### config.mk
export PLATFORM = sky130hd
export DESIGN_NAME = uart_rx_16x
export DESIGN_NICKNAME = d
export VERILOG_FILES = /design/src/rtl/uart_pkg.sv /design/src/rtl/uart_baud_tick.sv /design/src/rtl/uart_rx_16x.sv
export SDC_FILE = /design/constraint.sdc
export NUM_CORES = 1
export LEC_CHECK = 0
export BUFFER_PORTS_ARGS = -buffer_cell sky130_fd_sc_hd__buf_2
export CORE_UTILIZATION = 59
export CTS_BUF_LIST = sky130_fd_sc_hd__clkbuf_4 sky130_fd_sc_hd__clkbuf_8 sky130_fd_sc_hd__clkbuf_16
export CTS_CLUSTER_DIAMETER = 150
export DETAILED_ROUTE_END_ITERATION = 12
export PLACE_DENSITY = 0.84
export SLEW_MARGIN = 5
export SYNTH_ARGS = -nofsm -noshare
export SYNTH_HDL_FRONTEND = slang
export SYNTH_SLANG_ARGS = --single-unit
### constraint.sdc
create_clock -name clk -period 3.25 [get_ports clk]
set_clock_uncertainty 0.1 [all_clocks]
set_input_delay 0.65 -clock clk [delete_from_list [all_inputs] [get_ports clk]]
set_output_delay 0.65 -clock clk [all_outputs]
set_load 0.005 [all_outputs]
### src/rtl/uart_pkg.sv
// Shared definitions for the oversampling UART receive path: parity modes,
// receiver FSM states and the baud divider helper.
package uart_pkg;

  localparam int PAR_NONE = 0;
  localparam int PAR_EVEN = 1;
  localparam int PAR_ODD  = 2;

  typedef enum logic [2:0] {
    IDLE,
    START,
    DATA,
    PARITY,
    STOP,
    BREAK
  } rx_state_e;

  function automatic int calc_div(input int clk_hz, input int baud, input int oversample);
    return clk_hz / (baud * oversample);
  endfunction

endpackage

### src/rtl/uart_baud_tick.sv
// Free-running divider producing a one-clock tick every DIV clocks; a
// synchronous clear restarts the phase so a receiver can align to an edge.
module uart_baud_tick #(
  parameter int DIV = 651
) (
  input  logic clk,
  input  logic reset,
  input  logic clr,
  output logic tick
);

  localparam int CW = (DIV > 1) ? $clog2(DIV) : 1;
  localparam logic [CW-1:0] LAST = CW'(DIV - 1);

  logic [CW-1:0] cnt_q, cnt_d;

  always_comb begin
    cnt_d = cnt_q + 1'b1;
    if (clr || (cnt_q == LAST)) cnt_d = '0;
  end

  always_ff @(posedge clk or posedge reset) begin
    if (reset) cnt_q <= '0;
    else       cnt_q <= cnt_d;
  end

  assign tick = !clr && (cnt_q == LAST);

endmodule

### src/rtl/uart_rx_16x.sv
// 8N1-style UART receiver with 16x oversampling, mid-bit sampling,
// false-start rejection, framing/parity checks and a valid/ready output.
module uart_rx_16x
  import uart_pkg::*;
#(
  parameter int CLK_HZ     = 100_000_000,
  parameter int BAUD       = 9600,
  parameter int OVERSAMPLE = 16,
  parameter int DATA_BITS  = 8,
  parameter int PARITY     = 0
) (
  input  logic       clk,
  input  logic       reset,
  input  logic       rx,
  output logic [7:0] data_out,
  output logic       data_valid,
  input  logic       data_ready,
  output logic       parity_err,
  output logic       frame_err,
  output logic       overrun,
  output logic       busy
);

  localparam int DIV = calc_div(CLK_HZ, BAUD, OVERSAMPLE);
  localparam int SCW = $clog2(OVERSAMPLE);
  localparam logic [SCW-1:0] SAMP_MID  = SCW'(OVERSAMPLE / 2 - 1);
  localparam logic [SCW-1:0] SAMP_LAST = SCW'(OVERSAMPLE - 1);
  localparam logic [2:0]     BIT_LAST  = 3'(DATA_BITS - 1);

  rx_state_e      state_q, state_d;
  logic           rx_meta_q, rx_meta_d;
  logic           rx_s_q, rx_s_d;
  logic [SCW-1:0] samp_q, samp_d;
  logic [2:0]     bit_q, bit_d;
  logic [7:0]     shift_q, shift_d;
  logic           par_q, par_d;
  logic [7:0]     data_q, data_d;
  logic           perr_q, perr_d;
  logic           valid_q, valid_d;
  logic           ferr_q, ferr_d;
  logic           ovr_q, ovr_d;
  logic           tick, tick_clr;
  logic           par_bad;

  uart_baud_tick #(
    .DIV (DIV)
  ) u_tick (
    .clk   (clk),
    .reset (reset),
    .clr   (tick_clr),
    .tick  (tick)
  );

  // Unused MSBs of shift_q are cleared at frame start, so they do not disturb the XOR.
  assign par_bad = ((^shift_q) ^ par_q) != (PARITY == PAR_ODD);

  always_comb begin
    rx_meta_d = rx;
    rx_s_d    = rx_meta_q;
    state_d   = state_q;
    samp_d    = samp_q;
    bit_d     = bit_q;
    shift_d   = shift_q;
    par_d     = par_q;
    data_d    = data_q;
    perr_d    = perr_q;
    valid_d   = valid_q;
    ferr_d    = 1'b0;
    ovr_d     = 1'b0;
    tick_clr  = 1'b0;

    if (valid_q && data_ready) valid_d = 1'b0;

    case (state_q)
      IDLE: begin
        samp_d = '0;
        if (!rx_s_q) begin
          state_d  = START;
          tick_clr = 1'b1;
        end
      end
      START: begin
        if (tick) begin
          if (samp_q == SAMP_MID) begin
            if (rx_s_q) begin
              state_d = IDLE;
            end else begin
              state_d = DATA;
              samp_d  = '0;
              bit_d   = '0;
              shift_d = '0;
            end
          end else begin
            samp_d = samp_q + 1'b1;
          end
        end
      end
      DATA: begin
        if (tick) begin
          if (samp_q == SAMP_LAST) begin
            samp_d          = '0;
            shift_d[bit_q]  = rx_s_q;
            if (bit_q == BIT_LAST) begin
              bit_d   = '0;
              state_d = (PARITY != PAR_NONE) ? uart_pkg::PARITY : STOP;
            end else begin
              bit_d = bit_q + 1'b1;
            end
          end else begin
            samp_d = samp_q + 1'b1;
          end
        end
      end
      uart_pkg::PARITY: begin
        if (tick) begin
          if (samp_q == SAMP_LAST) begin
            samp_d  = '0;
            par_d   = rx_s_q;
            state_d = STOP;
          end else begin
            samp_d = samp_q + 1'b1;
          end
        end
      end
      STOP: begin
        if (tick) begin
          if (samp_q == SAMP_LAST) begin
            samp_d = '0;
            if (rx_s_q) begin
              // Returning at mid stop bit leaves half a bit to catch the next start edge.
              data_d  = shift_q;
              perr_d  = (PARITY != PAR_NONE) && par_bad;
              ovr_d   = valid_q && !data_ready;
              valid_d = 1'b1;
              state_d = IDLE;
            end else begin
              ferr_d  = 1'b1;
              state_d = BREAK;
            end
          end else begin
            samp_d = samp_q + 1'b1;
          end
        end
      end
      BREAK: begin
        if (rx_s_q) state_d = IDLE;
      end
      default: state_d = IDLE;
    endcase
  end

  always_ff @(posedge clk or posedge reset) begin
    if (reset) begin
      state_q   <= IDLE;
      rx_meta_q <= 1'b1;
      rx_s_q    <= 1'b1;
      samp_q    <= '0;
      bit_q     <= '0;
      data_q    <= '0;
      perr_q    <= 1'b0;
      valid_q   <= 1'b0;
      ferr_q    <= 1'b0;
      ovr_q     <= 1'b0;
    end else begin
      state_q   <= state_d;
      rx_meta_q <= rx_meta_d;
      rx_s_q    <= rx_s_d;
      samp_q    <= samp_d;
      bit_q     <= bit_d;
      data_q    <= data_d;
      perr_q    <= perr_d;
      valid_q   <= valid_d;
      ferr_q    <= ferr_d;
      ovr_q     <= ovr_d;
    end
  end

  // Frame assembly registers; always reinitialised before use.
  always_ff @(posedge clk) begin
    shift_q <= shift_d;
    par_q   <= par_d;
  end

  assign data_out   = data_q;
  assign data_valid = valid_q;
  assign parity_err = perr_q;
  assign frame_err  = ferr_q;
  assign overrun    = ovr_q;
  assign busy       = (state_q != IDLE);

endmodule

==> flow_summary.toml, run 1 <==
[critical_path]
critical_path.slowest_cell = "sky130_fd_sc_hd__dfrtp_1"
worstPathRequired_ns = 2.50
critical_path.startpoint = "state_q[2]$_DFFE_PP0P_"
critical-path-top-delay-family = "flip-flops"
slowest_cell_delay_on_critical_path_ns = 0.59
crit_path_start_kind = "flop"
critical_path_arrival_ns = 1.56
timing.setup.critical_path_class = "reg2out"
crit_path_cell_trace = "nor3_1 -> inv_1 -> buf_2"
path_max_fanout = 17
r2r_start = "state_q[2]$_DFFE_PP0P_"
endpoint_kind = "output pin"
cp_num_buf_inv = 2

[clock_tree]
post_cts.repair.setup_buffers = 0
clock_tree.htree_level_count = 2
clk_root_buffer_cell = "sky130_fd_sc_hd__clkbuf_4"
tritoncts.num_buffers = 5
clk_pin_slew_ns = 0.13
tritoncts = "built"
cts.sinks = 41
cts-resized-gates = 0
clkLatencyLatePin_ns = 0.36
cts_buffer_depth = 2
ctsHoldBuffers = 0

[final_layout]
drive_gt1_share_pct = 20.7
flow.area_growth_from_synthesis_pct = 7.32
most-common-layout-cells = "sky130_fd_sc_hd__dfrtp_1 (31), sky130_fd_sc_hd__nor2_1 (25), sky130_fd_sc_hd__buf_2 (15), sky130_fd_sc_hd__nand2_1 (14), sky130_fd_sc_hd__mux2i_1 (9)"
design.final.nets = 221
most_common_library_cell_in_the_layout_ignoring_fill_and_taps = "sky130_fd_sc_hd__dfrtp_1"
antenna_cells = 0

[synthesis]
synth_enable_flop_cells = 8
prevailing_post_synth_register_cell = "sky130_fd_sc_hd__dfrtp_1"
post_synthesis_net_count = 208
yosys_register_bits = 41
postSynth.asyncResetShare_pct = 80.5
yosysWarningCount = 0
syn_avg_cell_area_um2 = 10.8
netlist-cell-type-count = 54
synth_area_um2 = 2150
postSynthCellCount = 199
yosysSeqAreaShare_pct = 49.6

[pwr]
pwr-share-seq_pct = 60.4
p_leak_nw = 1.08
power.internal_uw = 687
power_frac_clock_pct = 37.9
sw_frac_of_total_pct = 21.2
peakVddDrop_mv = 0.231
totalPowerFinal_uw = 872
power.share.combinational_pct = 1.6
power_switching_uw = 185
power-per-cell-area_nw_per_um2 = 377

[sta]
timing.setup.tns_ns = 0
unrepaired_setup_endpoints_after_global_routing = "no"
timing.final.crit_share_pct = 71.2
worst_slew_pin_slew_ns = 0.760
setup_violations = 0
achievable_frequency_mhz = 432
final.min_clock_period_ns = 2.31
slew_viol_final = 0
hold_ws_ns = 0.242
report.final.hold_viol_count = 0
relSlewSlack_pct = 49.0

[detailed_routing]
drt_iter0_markers = 104
antenna_left = 0
wl_um = 3840
met1_length_um = 1620
top_layer_used = "met4"
wl_met3_um = 137
met2WireLength_um = 2040
routed-via-count = 1479
route.detailed.vias_per_inst = 5.71
first_pass_iters = 4
route.detailed.drc = 0
route.detailed.wl_per_inst_um = 14.8

[floorplanning]
placementRows = 21
chipHeight_um = 62.4
die_width_um = 62.4
core-area_um2 = 3420
num_io_pins = 17
initial_core_util_pct = 63.0
die_area_um2 = 3900

[hold_path]
kind_of_path_behind_the_tightest_hold_check = "in2async"

[grt]
global_route_overflow = 0
grt_antenna_before_repair = 0
grt_start_max_net_pins = 34
grt_pass1_wl_um = 6690
gr-usage-all-layers_pct = 22.2
via_count_of_the_first_global_routing_pass = 1526

[run]
cap_viol_max_count = 0

[placed_design]
routabilityCongestion = 0.906
dp_wirelength_um = 2750
port_buffers = 15

[status]
outcome = "finished, final reports clean"
## power by group through the flow
stage / Combinational [mW] / Clock [mW] / Sequential, mW
floorplan: 0.0117 / 0 / 0.535
CTS: 0.0148 / 0.341 / 0.527
detailed placement: 0.0147 / 0 / 0.537
global placement: 0.0140 / 0 / 0.537
finish: 0.0140 / 0.331 / 0.527
global route: 0.0166 / 0.360 / 0.528
## area by class of cell
cell class / count / area, µm²
clock inverter: 3 / 41.3
clock buffer: 5 / 37.5
tap: 46 / 57.6
multi-input combinational: 139 / 986
inverter: 8 / 30.0
fill: 263 / 1100
sequential: 41 / 1070
timing repair buffer: 17 / 90.1
## synth_stat cells, types with 4 or more instances
cell type                  count  area share [%]
sky130_fd_sc_hd__ha_1          5             2.9
sky130_fd_sc_hd__nand3_1       8             1.9
sky130_fd_sc_hd__mux2i_1       9             4.2
sky130_fd_sc_hd__dfrtp_1      31              36
sky130_fd_sc_hd__nand2_1      14             2.4
sky130_fd_sc_hd__o21ai_0       4            0.93
sky130_fd_sc_hd__nor2_1       25             4.4
sky130_fd_sc_hd__xnor2_1       6             2.4
sky130_fd_sc_hd__and3_1        5             1.5
sky130_fd_sc_hd__clkbuf_1      4            0.70
sky130_fd_sc_hd__edfxtp_1      8              11
sky130_fd_sc_hd__mux2_2        8             4.2
sky130_fd_sc_hd__inv_1         8             1.4
sky130_fd_sc_hd__nand2b_1      5             1.5
## metal layers
layer  global-route usage (%)  vias up
met5                        0        -
met4                     9.01        0
met3                     5.66        5
met2                     40.5       23
met1                     24.3      732
li1                         -      719
## worst min-delay path, delay by kind of cell
family / cells / cell delay, ns
buf+inv: 3 / 0.49
## sequential cells by signal (all words and copies together), names as in the netlist
name / flops
bit_q: 3
data_out: 8
data_valid: 1
frame_err: 1
overrun: 1
rx_meta_q: 1
rx_s_q: 1
samp_q: 4
shift_q: 8
state_q: 3
u_tick.cnt_q: 10
## through the flow
stage | setup WS, ns | utilization, % | area (µm²) | std cells
global placement | 1.07 | 65.3 | 2230 | 251
floorplan | 0.910 | - | 2150 | 199
finish | 0.938 | 67.7 | 2310 | 259
global route | 0.820 | 67.7 | 2310 | 259
detailed placement | 0.997 | 65.3 | 2230 | 251
CTS | 0.944 | 67.7 | 2310 | 259
## cells by family (layout without fill, tap and decap cells)
logic type	Yosys count	count (layout)	share of synthesized area [%]
compound gates	27	27	9.12
mux	17	17	8.37
xor+xnor	9	9	3.66
flops	41	41	49.6
buf+inv	19	33	4.59
other cells	1	1	0.174
fa+ha+maj	5	5	2.91
simple gates	80	80	21.6
## worst paths after layout
kind,depth (start not counted),end,slack (ns)
max,3,busy,0.94
max reg2reg,5,bit_q[0]$_DFFE_PP0P_,0.95
min in group clk,0,rx_s_q$_DFF_PP1_,0.27
max in group asynchronous,3,rx_meta_q$_DFF_PP1_,2.47
min,3,data_out[4]$_DFFE_PP0P_,0.24
min reg2reg,0,rx_s_q$_DFF_PP1_,0.27
Power figures use the tool's default switching activity.
==> inputs of run 2 (changes only) <==
- CORE_UTILIZATION: 59 -> 53
- PLACE_DENSITY: 0.84 -> 0.8
- clock period: 3.25 -> 2.05 ns (I/O delays scaled with it)
==> flow_summary.toml, run 2 (same netlist as run 1, synthesis figures left out) <==
[critical_path]
crit_path_start_kind = "flop"
path_max_fanout = 4
critical_path_arrival_ns = 2.08
timing.setup.critical_path_class = "reg2reg"
worstPathRequired_ns = 2.14
endpoint_kind = "flop"

[floorplanning]
chipHeight_um = 65.7
die_width_um = 65.7
initial_core_util_pct = 57.1
placementRows = 22
die_area_um2 = 4320
core-area_um2 = 3770
num_io_pins = 17

[final_layout]
multi_input_comb_area_um2 = 1060
final-seq-area_um2 = 1070
largest_register_ffs = 10
design.final.nets = 250
flow.area_growth_from_synthesis_pct = 22.1
drive_gt1_share_pct = 33.1
most-common-layout-cells = "sky130_fd_sc_hd__dfrtp_1 (31), sky130_fd_sc_hd__buf_4 (30), sky130_fd_sc_hd__nor2_1 (25), sky130_fd_sc_hd__buf_2 (15), sky130_fd_sc_hd__nand2_1 (14)"
antenna_cells = 0
postLayoutCellArea_um2 = 2630
fillers = 270
instances_no_fill = 290
utilization_of_the_core_after_routing_pct = 69.7
regMostFlops = "u_tick.cnt_q"
most_common_library_cell_in_the_layout_ignoring_fill_and_taps = "sky130_fd_sc_hd__dfrtp_1"

[run]
cap_viol_max_count = 0

[pwr]
p_leak_nw = 1.24
power-per-cell-area_nw_per_um2 = 575
totalPowerFinal_mw = 1.51
peakVddDrop_mv = 0.585

[placed_design]
dp_cells = 279
port_buffers = 15
dp_wirelength_um = 2970
routabilityCongestion = 0.810
dp_worst_setup_slack_ns = -0.111
placement.cell_area_um2 = 2440

[detailed_routing]
antenna_left = 0
first_pass_iters = 4
route.detailed.drc = 0
routed-via-count = 1603
wl_um = 4400
drt_iter0_markers = 98
route.detailed.wl_per_inst_um = 15.2
route.detailed.vias_per_inst = 5.53

[hold_path]
kind_of_path_behind_the_tightest_hold_check = "in2async"

[clock_tree]
clk_root_buffer_cell = "sky130_fd_sc_hd__clkbuf_8"
cts_buffer_depth = 2
tritoncts = "built"
cts.sinks = 41
ctsHoldBuffers = 0
clk_pin_slew_ns = 0.09
tritoncts.num_buffers = 5
clock_tree.htree_level_count = 2
clkLatencyLatePin_ns = 0.30

[sta]
hold_ws_ns = 0.0901
report.final.hold_viol_count = 0
worst_slew_pin_slew_ns = 0.556
unrepaired_setup_endpoints_after_global_routing = "yes"
slew_viol_final = 0
fin_ws_ns = 0.0593
relSlewSlack_pct = 62.7
achievable_frequency_mhz = 502
timing.final.crit_share_pct = 97.1
timing.setup.tns_ns = 0
final.min_clock_period_ns = 1.99
setup_violations = 0

[grt]
grt_start_max_net_pins = 34
global_route_overflow = 0
gr-usage-all-layers_pct = 22.1
via_count_of_the_first_global_routing_pass = 1580
grt_pass1_wl_um = 7160
grt_antenna_before_repair = 0

[status]
outcome = "finished, final reports clean"
==> run 2: cell type report <==
cell class / count / share of cell area, %
clock buffers: 5 / 2.62
multi-input cells: 140 / 40.2
repair buffers: 45 / 11.4
well taps: 48 / 2.28
inverters: 8 / 1.14
clock inverters: 3 / 1.76
flip-flops and latches: 41 / 40.6
==> run 2: worst max-delay path: stages (launching register included) <==
cell	delay [ns]
sky130_fd_sc_hd__dfrtp_1	0.39
sky130_fd_sc_hd__inv_1	0.06
sky130_fd_sc_hd__ha_1	0.13
sky130_fd_sc_hd__and4b_2	0.25
sky130_fd_sc_hd__buf_4	0.13
sky130_fd_sc_hd__and4_2	0.32
sky130_fd_sc_hd__nand4_2	0.19
sky130_fd_sc_hd__mux2_2	0.33
==> run 2: layer usage <==
metal	share of wire [%]	wire length, µm	track usage (%)
met1	44	1950	27.2
met2	50	2190	38.9
met4	1.4	60	7.34
met5	0	0	0
met3	4.5	197	3.65
==> run 2: report_power, final <==
group / internal [mW] / switching [mW]
combinational: 0.00714 / 0.0215
sequential: 0.831 / 0.00163
clock: 0.364 / 0.287
==> run 2: final timing paths <==
path,startpoint,endpoint,slack [ns],cells past startpoint
max in group asynchronous,reset,rx_s_q$_DFF_PP1_,1.42,3
hold reg to reg,rx_meta_q$_DFF_PP1_,rx_s_q$_DFF_PP1_,0.27,0
setup / recovery,u_tick.cnt_q[0]$_DFF_PP0_,data_out[3]$_DFFE_PP0P_,0.06,7
min in group clk,rx,rx_meta_q$_DFF_PP1_,0.11,1
setup reg to reg,u_tick.cnt_q[0]$_DFF_PP0_,data_out[3]$_DFFE_PP0P_,0.06,7
hold / removal,reset,state_q[0]$_DFFE_PP0P_,0.09,3
==> run 2: timing repair <==
action | CTS | global route
setup endpoints to repair | 17 | 13
gates resized for setup | 4 | 6
buffers inserted | 0 | 4
gates cloned | 0 | 1
pin swaps | 0 | 5
